==> config.mk <==
export PLATFORM = sky130hd
export DESIGN_NAME = cacheline_burst_adaptor
export DESIGN_NICKNAME = d
export VERILOG_FILES = /design/src/rtl/cacheline_burst_adaptor_pkg.sv /design/src/rtl/cacheline_burst_adaptor.sv
export SDC_FILE = /design/constraint.sdc
export NUM_CORES = 1
export LEC_CHECK = 0
export CORE_AREA = 2 2 276 278
export DETAILED_ROUTE_END_ITERATION = 7
export DIE_AREA = 0 0 278 280
export HOLD_SLACK_MARGIN = 0.05
export PLACE_DENSITY = 0.56
export SYNTH_ARGS = -nofsm -noshare
export SYNTH_HDL_FRONTEND = slang
export SYNTH_SLANG_ARGS = --single-unit
==> constraint.sdc <==
create_clock -name clk -period 3.45 [get_ports clk]
set_clock_uncertainty 0.2 [all_clocks]
set_input_delay 0.5175 -clock clk [delete_from_list [all_inputs] [get_ports clk]]
set_output_delay 0.5175 -clock clk [all_outputs]
set_load 0.02 [all_outputs]
==> src/rtl/cacheline_burst_adaptor_pkg.sv <==
// Shared types for the cacheline-to-burst adaptor: widths, line/beat types and FSM states.
package cacheline_burst_adaptor_pkg;
  localparam int LINE_WIDTH = 256;
  localparam int BEAT_WIDTH = 64;

  typedef logic [LINE_WIDTH-1:0] cacheline_t;
  typedef logic [BEAT_WIDTH-1:0] beat_t;

  typedef enum logic [1:0] {
    IDLE  = 2'd0,
    READ  = 2'd1,
    WRITE = 2'd2,
    DONE  = 2'd3
  } adaptor_state_e;
endpackage

==> src/rtl/cacheline_burst_adaptor.sv <==
// Splits one cacheline read/write into a BEATS-long burst on a narrow memory bus and
// reassembles read beats into a full line; one transaction in flight at a time.
module cacheline_burst_adaptor
  import cacheline_burst_adaptor_pkg::*;
#(
  parameter int LINE_WIDTH = cacheline_burst_adaptor_pkg::LINE_WIDTH,
  parameter int BEAT_WIDTH = cacheline_burst_adaptor_pkg::BEAT_WIDTH
) (
  input  logic                  clk,
  input  logic                  rst_n,
  input  logic [31:0]           line_addr_i,
  input  logic                  line_read_i,
  input  logic                  line_write_i,
  input  logic [LINE_WIDTH-1:0] line_wdata_i,
  output logic [LINE_WIDTH-1:0] line_rdata_o,
  output logic                  line_resp_o,
  output logic [31:0]           mem_addr_o,
  output logic                  mem_read_o,
  output logic                  mem_write_o,
  output logic [BEAT_WIDTH-1:0] mem_wdata_o,
  input  logic [BEAT_WIDTH-1:0] mem_rdata_i,
  input  logic                  mem_resp_i
);
  localparam int BEATS = LINE_WIDTH / BEAT_WIDTH;
  localparam int CW    = $clog2(BEATS);
  localparam int OFS   = $clog2(LINE_WIDTH / 8);
  localparam logic [CW-1:0] LAST      = CW'(BEATS - 1);
  localparam logic [31:0]   ADDR_MASK = ~((32'd1 << OFS) - 32'd1);

  adaptor_state_e        state_q;
  logic [CW-1:0]         cnt_q;
  logic [31:0]           addr_q;
  logic [LINE_WIDTH-1:0] wline_q;
  logic [LINE_WIDTH-1:0] rline_q;

  always_ff @(posedge clk or negedge rst_n) begin
    if (!rst_n) begin
      state_q <= IDLE;
      cnt_q   <= '0;
      addr_q  <= '0;
      wline_q <= '0;
      rline_q <= '0;
    end else begin
      case (state_q)
        IDLE: begin
          // Write has priority if the cache ever raises both requests.
          if (line_write_i) begin
            addr_q  <= line_addr_i & ADDR_MASK;
            wline_q <= line_wdata_i;
            state_q <= WRITE;
          end else if (line_read_i) begin
            addr_q  <= line_addr_i & ADDR_MASK;
            state_q <= READ;
          end
        end
        READ: begin
          if (mem_resp_i) begin
            rline_q[BEAT_WIDTH*cnt_q +: BEAT_WIDTH] <= mem_rdata_i;
            if (cnt_q == LAST) begin
              cnt_q   <= '0;
              state_q <= DONE;
            end else begin
              cnt_q <= cnt_q + 1'b1;
            end
          end
        end
        WRITE: begin
          if (mem_resp_i) begin
            if (cnt_q == LAST) begin
              cnt_q   <= '0;
              state_q <= DONE;
            end else begin
              cnt_q <= cnt_q + 1'b1;
            end
          end
        end
        DONE:    state_q <= IDLE;
        default: state_q <= IDLE;
      endcase
    end
  end

  // Memory-side outputs decode straight from the state register so reset clears them at once.
  assign mem_read_o   = (state_q == READ);
  assign mem_write_o  = (state_q == WRITE);
  assign mem_addr_o   = (state_q == READ || state_q == WRITE) ? addr_q : '0;
  assign mem_wdata_o  = (state_q == WRITE) ? wline_q[BEAT_WIDTH*cnt_q +: BEAT_WIDTH] : '0;
  assign line_resp_o  = (state_q == DONE);
  assign line_rdata_o = rline_q;
endmodule

==> reports/results.tsv, run 1 <==
metric	value	unit
grt_setup_unrepaired	no	
crit_type	reg2out	
die_h	280	µm
ir_drop	0.445	mV
area_growth	49.4	%
slowest_delay	550	ps
nets	2485	
initial_core_util	0.293	
portBuffers	701	
drtIter0Drc	668	
hold_viol_final	0	
ys_ff_latch	543	
power_frac_seq	0.336	
ys_seq_area_frac	0.616	
wl	75700	µm
synth_most_common_cell	dfrtp_1	
period_share	0.968	
endpoint_kind	primary output	
synth_area_leaders	dfrtp_1, mux2_2, a22o_1, mux4_2, and2_1	
slew_violations	0	
syn_avg_cell_area	15.8	µm²
place_area	0.0305	mm²
synth.yosys.warnings	0	
drc	0	
intPower	22000	µW
htree_levels	2	
track_usage	0.191	
cts_num_sinks	543	
synth_top_area_frac	0.616	
status	finished clean	
leakage	0.0144	µW
design_area	0.0329	mm²
hold_class	in2async	
die_w	278	µm
antenna_found_initial	34	
clk_latency	620	ps
core	0.0752	mm²
slew_headroom	0.378	
firstDrtPassIters	5	
area.sequential	0.0136	mm²
die_area	0.0778	mm²
placed_cells	3015	
drive_gt1_frac	0.250	
arrival	2620	ps
via_per_inst	4.88	
crit_buf_inv	3	
root_buffer	clkbuf_16	
multi_input_area	0.00792	mm²
pwr-share-clk	0.214	
netlist_instances	1395	
crit_family	buffers and inverters	
synth_edf_count	0	
fmax	0.299	GHz
ant_nets	0	
power.share.switching	0.339	
synthTopCellsByCount	dfrtp_1, mux2_2, a22o_1	
place_hpwl	53600	µm
grt_start_max_net_pins	71	
power_switching	11300	µW
clockBufferDepth	3	
crit_path_start_kind	register	
std_cell_rows	101	
overflow	0	
synth_top_cell_by_area	dfrtp_1	
via_count	15425	
instances_no_fill	3160	
worstMarginPinSlew	934	ps
combPwrFrac	0.450	
io_pins	712	
ys.flop_type	dfrtp_1	
tritoncts	done	
nFillCells	6713	
min_period	3340	ps
cap_violations	0	
path_clk_slew	60	ps
cts_made_buffers	61	
power	33300	µW
grt_pass1_vias	16756	
cpMaxStageDelayCell	clkdlybuf4s50_1	
synth-async-reset-ratio	1.00	
wl_per_cell	24.0	µm
crit_chain	buf_4 > buf_16 > mux4_2 > and2_1 > clkdlybuf4s50_1	
yosys.cell_types.count	29	
tns	0	ps
syn_area	0.0221	mm²
gp_congestion	0.822	
power_density	1010	mW/mm²
grt_first_pass_wirelength	112000	µm
critPathMaxFanout	12	
worstPathRequired	2730	ps
setup_violations	0	
-- power groups by stage --
stage | Clock [µW] | Sequential (µW) | Combinational (µW)
2_1_floorplan | 0 | 12400 | 6820
3_3_place_gp | 0 | 11200 | 14600
3_5_place_dp | 0 | 11400 | 14800
4_1_cts | 7330 | 11200 | 15200
5_1_grt | 7600 | 11500 | 15900
6_report | 7120 | 11200 | 15000
-- layout by cell type, fill, tap and decap left out, drive strengths merged, types with 16 or more instances in the layout --
cell type and instances:
a22o 256, and2 91, buf 64, clkbuf 82, clkdlybuf4s50 641, clkinv 16
dfrtp 543, dlygate4sd2 53, mux2 285, mux4 64
-- kinds of logic after synthesis --
group           count (synthesis)  share of synthesized area
fa+ha+maj                      12                    0.00681
compound gates                259                      0.103
buf+inv                       117                     0.0286
simple gates                  111                     0.0336
mux                           352                      0.212
other cells                     1                   0.000170
flops                         543                      0.616
-- metal layers --
layer,vias to the layer above,GRT usage,share of wire
li1,6703,-,-
met1,7887,0.224,0.39
met2,627,0.307,0.47
met3,168,0.0854,0.10
met4,40,0.0748,0.037
met5,-,0,0.0034
-- worst paths after layout --
check | slack, ps | cells after the start | from | to
hold / removal | 280 | 2 | rst_n | wline_q[33]
setup reg to reg | 340 | 8 | cnt_q[0] | line_rdata_o[48]
setup / recovery | 110 | 5 | cnt_q[0] | mem_wdata_o[35]
max in group asynchronous | 1810 | 3 | rst_n | wline_q[158]
hold reg to reg | 300 | 1 | wline_q[212] | wline_q[212]
min in group clk | 300 | 1 | wline_q[212] | wline_q[212]
-- area by class of cell --
class                           count  area share
Timing Repair Buffer              767       0.240
Antenna cell                       13    0.000987
Inverter                            4    0.000456
Clock inverter                     34      0.0147
Multi-Input combinational cell    739       0.240
Tap cell                          978      0.0371
Sequential cell                   543       0.413
Clock buffer                       82      0.0533
-- registers in the layout, indices dropped and copies added (netlist names) --
signal and cells:
state_q 2, line_rdata_o 256, addr_q 27, wline_q 256, cnt_q 2
-- per-stage QoR --
| stage | util | hold WS [ps] | worst slack [ps] |
|---|---|---|---|
| after floorplan | - | 21.9 | 821 |
| after global placement | 0.405 | 282 | 375 |
| after detailed placement | 0.405 | 288 | 352 |
| after CTS | 0.437 | 250 | 1.95 |
| after global routing | 0.438 | 268 | 0.0988 |
| final | 0.438 | 281 | 110 |
-- what timing repair did --
action                     4_1_cts  5_1_grt
resized for setup               56        8
pin swaps                        1        0
cloned                           2        0
hold buffers                     1        0
hold endpoints to repair        53        0
buffers inserted                11        2
setup endpoints to repair       64       27
Power figures use the tool's default switching activity.
==> run 2: changes to the inputs <==
--- a/config.mk
+++ b/config.mk
@@ -6,10 +6,11 @@
 export NUM_CORES = 1
 export LEC_CHECK = 0
 export CORE_AREA = 2 2 276 278
+export CTS_BUF_LIST = sky130_fd_sc_hd__clkbuf_8 sky130_fd_sc_hd__clkbuf_16
 export DETAILED_ROUTE_END_ITERATION = 7
 export DIE_AREA = 0 0 278 280
 export HOLD_SLACK_MARGIN = 0.05
-export PLACE_DENSITY = 0.56
+export PLACE_DENSITY = 0.58
 export SYNTH_ARGS = -nofsm -noshare
 export SYNTH_HDL_FRONTEND = slang
 export SYNTH_SLANG_ARGS = --single-unit
==> constraint.sdc (replaced) <==
create_clock -name clk -period 2.8 [get_ports clk]
set_clock_uncertainty 0.2 [all_clocks]
set_input_delay 0.42 -clock clk [delete_from_list [all_inputs] [get_ports clk]]
set_output_delay 0.42 -clock clk [all_outputs]
set_load 0.02 [all_outputs]
==> run 2 against run 1 <==
The flow now finishes with violations (setup timing). Register-to-register slack worse by 280 ps. Sequential power up 24%. Via count rose by 0.82%. Clock-buffer cell count is 10 lower. Flip-flop and latch count stayed put. Core utilization rose by 0.31 points. Clock power grew 13%. Critical endpoint is now mem_wdata_o[53]. Die area stayed put. Wire length is 1.1% lower.
==> reports/results.tsv, run 2 (synthesis gave the netlist of run 1 again) <==
metric	value	unit	change
core	0.0752	mm²	unchanged
initial_core_util	0.293		unchanged
overflow	0		unchanged
min_period	2930	ps	
worst_slack	-135	ps	was 110 ps
antenna_found_initial	28		was 34
std_cell_rows	101		unchanged
hold_class	in2async		unchanged
setup_violations	51		was 0
die_w	278	µm	unchanged
nets	2515		was 2485
track_usage	0.185		was 0.191
cap_violations	0		unchanged
mostFrequentLayoutCells	clkdlybuf4s50_1, dfrtp_1, mux2_2, a22o_1, clkbuf_16		was clkdlybuf4s50_1, dfrtp_1, mux2_2, a22o_1, and2_1
period_share	1.05		
gp_congestion	0.839		was 0.822
hold_viol_final	0		unchanged
firstDrtPassIters	5		unchanged
clockBufferDepth	3		unchanged
portBuffers	701		unchanged
final_util	0.441		was 0.438
ir_drop	0.615	mV	was 0.445 mV
die_area	0.0778	mm²	unchanged
cpMaxStageDelayCell	dfrtp_4		was clkdlybuf4s50_1
power_density	1240	mW/mm²	was 1010 mW/mm²
slew_headroom	0.382		was 0.378
die_h	280	µm	unchanged
crit_path_start_kind	register		unchanged
nFillCells	6690		was 6713
clk_latency	600	ps	was 620 ps
place_hpwl	53100	µm	was 53600 µm
tritoncts	done		unchanged
slew_violations	0		unchanged
crit_type	reg2out		unchanged
slowest_delay	510	ps	was 550 ps
cts_made_buffers	59		was 61
status	finished with violations		was finished clean
root_buffer	clkbuf_16		unchanged
wl	74900	µm	was 75700 µm
io_pins	712		unchanged
area_growth	50.4	%	was 49.4%
power	41200	µW	was 33300 µW
arrival	2310	ps	was 2620 ps
grt_setup_unrepaired	yes		was no
leakage	0.0145	µW	was 0.0144 µW
crit_family	buffers and inverters		unchanged
via_per_inst	4.90		was 4.88
grt_first_pass_wirelength	110000	µm	was 112000 µm
violations	setup timing		
worstMarginPinSlew	927	ps	was 934 ps
grt_start_max_net_pins	83		was 71
crit_chain	clkbuf_16 > clkbuf_16 > buf_6 > mux4_2 > and2_4 > buf_6		was buf_4 > buf_16 > mux4_2 > and2_1 > clkdlybuf4s50_1
htree_levels	2		unchanged
critPathMaxFanout	6		was 12
cts_num_sinks	543		unchanged
via_count	15552		was 15.4k
worstPathRequired	2180	ps	was 2730 ps
fmax	0.341	GHz	
crit_buf_inv	4		was 3
grt_pass1_vias	16802		about the same
drc	0		unchanged
ant_nets	0		unchanged
path_clk_slew	60	ps	about the same
mostFrequentLayoutCell	clkdlybuf4s50_1		unchanged
drtIter0Drc	746		was 668
wl_per_cell	23.6	µm	was 24.0 µm
endpoint_kind	primary output		unchanged
drive_gt1_frac	0.318		was 0.250
-- run 2: cell types whose count changed in the layout (fill, tap and decap cells not counted), sizes merged, moves of 5 or more --
cell           previous run  this run
clkdlybuf4s50           641       608
clkinv                   16         7
dlymetal6s2s              6         1
inv                       6        17
buf                      64       155
dlygate4sd2              53         0
clkbuf                   82       104
-- run 2: cell type report --
class | count | area, µm² | area share
inverter | 4 | 15.0 | 0.000452
clock buffer | 72 | 1680 | 0.0506
antenna | 10 | 25.0 | 0.000754
tap | 978 | 1220 | 0.0369
multi-input combinational | 739 | 8050 | 0.243
clock inverter | 30 | 324 | 0.00977
sequential | 543 | 13600 | 0.410
timing repair buffer | 799 | 8270 | 0.249
-- run 2: metal layers --
layer	part of all wire	track usage	vias up
met3	0.10	0.0783	165
met5	0.0030	0	-
li1	-	-	6727
met2	0.47	0.303	667
met4	0.036	0.0696	32
met1	0.39	0.218	7961
-- run 2: per-stage QoR --
step                      TNS (ps)  worst slack [ps]  hold WS, ps  area (µm²)  instances
after floorplan                  0               171        -75.6       22100       1399
after global placement           0              26.3          208       30700       3036
after detailed placement         0              35.0          212       30700       3036
after CTS                   -13800              -285          134       32700       3145
after global routing        -10220              -226          159       33200       3172
final                        -2790              -135          133       33200       3175
-- run 2: power breakdown --
part	switching, µW	internal, µW
clock network	3200	4840
logic	8500	10700
registers	2230	11700
total	13900	27200
-- run 2: what timing repair did --
item	4_1_cts	5_1_grt
gates cloned	2	5
hold buffers	1	0
pin swaps	0	11
setup buffers	4	16
endpoints found under the hold margin	152	0
resized for setup	218	331
endpoints found under the setup margin	91	90
-- run 2: final timing paths --
| check | start | to | slack, ps | depth (start not counted) |
|---|---|---|---|---|
| setup reg to reg | cnt_q[0] | line_rdata_o[203] | 60 | 9 |
| setup / recovery | cnt_q[0] | mem_wdata_o[53] | -130 | 6 |
| hold reg to reg | addr_q[9] | addr_q[9] | 300 | 1 |
| max in group asynchronous | rst_n | cnt_q[1] | 1310 | 3 |
| hold / removal | rst_n | wline_q[158] | 130 | 2 |
| min in group clk | line_wdata_i[207] | wline_q[207] | 220 | 2 |
==> run 3: changes to the inputs <==
--- a/config.mk
+++ b/config.mk
@@ -10,6 +10,7 @@
 export DETAILED_ROUTE_END_ITERATION = 7
 export DIE_AREA = 0 0 278 280
 export HOLD_SLACK_MARGIN = 0.05
+export MAX_ROUTING_LAYER = met4
 export PLACE_DENSITY = 0.58
 export SYNTH_ARGS = -nofsm -noshare
 export SYNTH_HDL_FRONTEND = slang
==> run 3 against run 2 <==
The flow still finishes with violations (setup timing). Clock-buffer cell count is the same. Sequential share of layout area shrank 0.13 points. Core utilization grew 0.14 points. Critical path depth is the same. Highest routed layer is now met4. Combinational power is essentially flat. Hold slack lost 0.90 ps. Via count grew 0.28%. Design area grew 0.31%. Sequential power is essentially flat. Final cell count grew 0.63%.
==> reports/results.tsv, run 3 (synthesis gave the netlist of run 1 again) <==
metric	value	unit	change
std_cell_rows	101		unchanged
via_count	15596		about the same
arrival	2320	ps	was 2310 ps
die_area	0.0778	mm²	unchanged
power_switching	14000	µW	was 13900 µW
nets	2518		was 2515
crit_buf_inv	4		unchanged
grt_setup_unrepaired	yes		unchanged
grt_first_pass_wirelength	110000	µm	about the same
power_frac_seq	0.337		was 0.338
violations	setup timing		unchanged
antenna_found_initial	29		was 28
critPathMaxFanout	6		unchanged
drc	0		unchanged
hold_class	in2async		unchanged
path_clk_slew	60	ps	about the same
io_pins	712		unchanged
htree_levels	2		unchanged
design_area	0.0333	mm²	was 0.0332 mm²
nFillCells	6683		was 6690
firstDrtPassIters	4		was 5
mostFrequentLayoutCells	clkdlybuf4s50_1, dfrtp_1, mux2_2, a22o_1, buf_6		was clkdlybuf4s50_1, dfrtp_1, mux2_2, a22o_1, clkbuf_16
power_density	1240	mW/mm²	about the same
endpoint_kind	primary output		unchanged
cpMaxStageDelayCell	dfrtp_4		unchanged
crit_type	reg2out		unchanged
hold_viol_final	0		unchanged
r2r_setup_slack	50	ps	was 60 ps
cts_made_buffers	59		unchanged
cts_num_sinks	543		unchanged
power.share.switching	0.338		about the same
crit_chain	clkbuf_16 > clkbuf_16 > buf_6 > mux4_2 > and2_4 > buf_6		unchanged
grt_pass1_vias	16817		about the same
combPwrFrac	0.468		was 0.467
clk_latency	600	ps	about the same
wl	74900	µm	about the same
worstPathRequired	2180	ps	about the same
portBuffers	701		unchanged
initial_core_util	0.293		unchanged
ir_drop	0.625	mV	was 0.615 mV
setup_violations	53		was 51
tns	-3160	ps	was -2790 ps
reg2reg_to	line_rdata_o[203]		unchanged
slew_headroom	0.379		was 0.382
place_area	0.0307	mm²	unchanged
place_hpwl	53100	µm	unchanged
drtIter0Drc	765		was 746
leakage	0.0145	µW	about the same
fmax	0.340	GHz	was 0.341 GHz
cap_violations	0		unchanged
overflow	0		unchanged
pwr-share-clk	0.195		about the same
intPower	27300	µW	was 27200 µW
root_buffer	clkbuf_16		unchanged
track_usage	0.191		was 0.185
grt_start_max_net_pins	83		unchanged
die_w	278	µm	unchanged
core	0.0752	mm²	unchanged
drive_gt1_frac	0.321		was 0.318
tritoncts	done		unchanged
slowest_delay	510	ps	about the same
ff2ff_path_depth	9		unchanged
power	41300	µW	was 41200 µW
r2r-start	cnt_q[0]		unchanged
die_h	280	µm	unchanged
min_period	2940	ps	was 2930 ps
worstMarginPinSlew	932	ps	was 927 ps
clockBufferDepth	3		unchanged
crit_path_start_kind	register		unchanged
crit_family	buffers and inverters		unchanged
ant_nets	0		unchanged
gp_congestion	0.852		was 0.839
wl_per_cell	23.4	µm	was 23.6 µm
mostFrequentLayoutCell	clkdlybuf4s50_1		unchanged
period_share	1.05		about the same
worst_slack	-140	ps	was -135 ps
area_growth	50.9	%	was 50.4%
slew_violations	0		unchanged
status	finished with violations		unchanged
via_per_inst	4.88		was 4.90
-- run 3: changes by cell type in the layout (fill, tap and decap cells not counted), sizes merged --
cell,before,now
buf,155,158
diode,10,27
-- run 3: layer usage --
| layer | part of all wire | GRT usage |
|---|---|---|
| met2 | 0.48 | 0.303 |
| met1 | 0.39 | 0.219 |
| met3 | 0.10 | 0.0779 |
| met5 | 0 | - |
| met4 | 0.035 | 0.0701 |
-- run 3: how the worst max path moves through the flow --
| stage | start | to | cells after the start |
|---|---|---|---|
| after floorplan | cnt_q[1] | line_rdata_o[10] | 9 |
| after global placement | cnt_q[0] | mem_wdata_o[17] | 4 |
| after detailed placement | cnt_q[0] | mem_wdata_o[17] | 4 |
| after CTS | state_q[0] | mem_wdata_o[32] | 5 |
| after global routing | cnt_q[0] | mem_wdata_o[51] | 6 |
| final | cnt_q[0] | mem_wdata_o[53] | 6 |
-- run 3: layout make-up --
class / count / area, µm² / share of cell area
Timing Repair Buffer: 802 / 8320 / 0.250
Sequential cell: 543 / 13600 / 0.409
Clock buffer: 72 / 1680 / 0.0504
Clock inverter: 30 / 324 / 0.00974
Tap cell: 978 / 1220 / 0.0368
Multi-Input combinational cell: 739 / 8060 / 0.242
Inverter: 4 / 15.0 / 0.000451
Antenna cell: 27 / 67.6 / 0.00203
-- run 3: metrics by stage --
stage	hold slack, ps	setup slack [ps]	std cells	utilization
floorplan	-75.6	171	1399	-
global placement	208	26.3	3036	0.408
detailed placement	212	35.0	3036	0.408
CTS	134	-285	3145	0.435
global route	161	-226	3195	0.443
finish	132	-140	3195	0.443
-- run 3: power by group through the flow --
stage	Combinational [µW]	Clock, µW	Sequential, µW
finish	19300	8040	13900
global route	20500	8600	14300
CTS	18400	8290	13900
detailed placement	18300	0	14100
global placement	18100	0	13900
floorplan	8410	0	15300
-- run 3: repair_timing --
action	in CTS	in global routing
buffers inserted	4	19
pin swaps	0	11
resized for setup	218	344
cloned	2	5
setup endpoints to repair	91	90
hold buffers	1	0
hold endpoints to repair	152	0
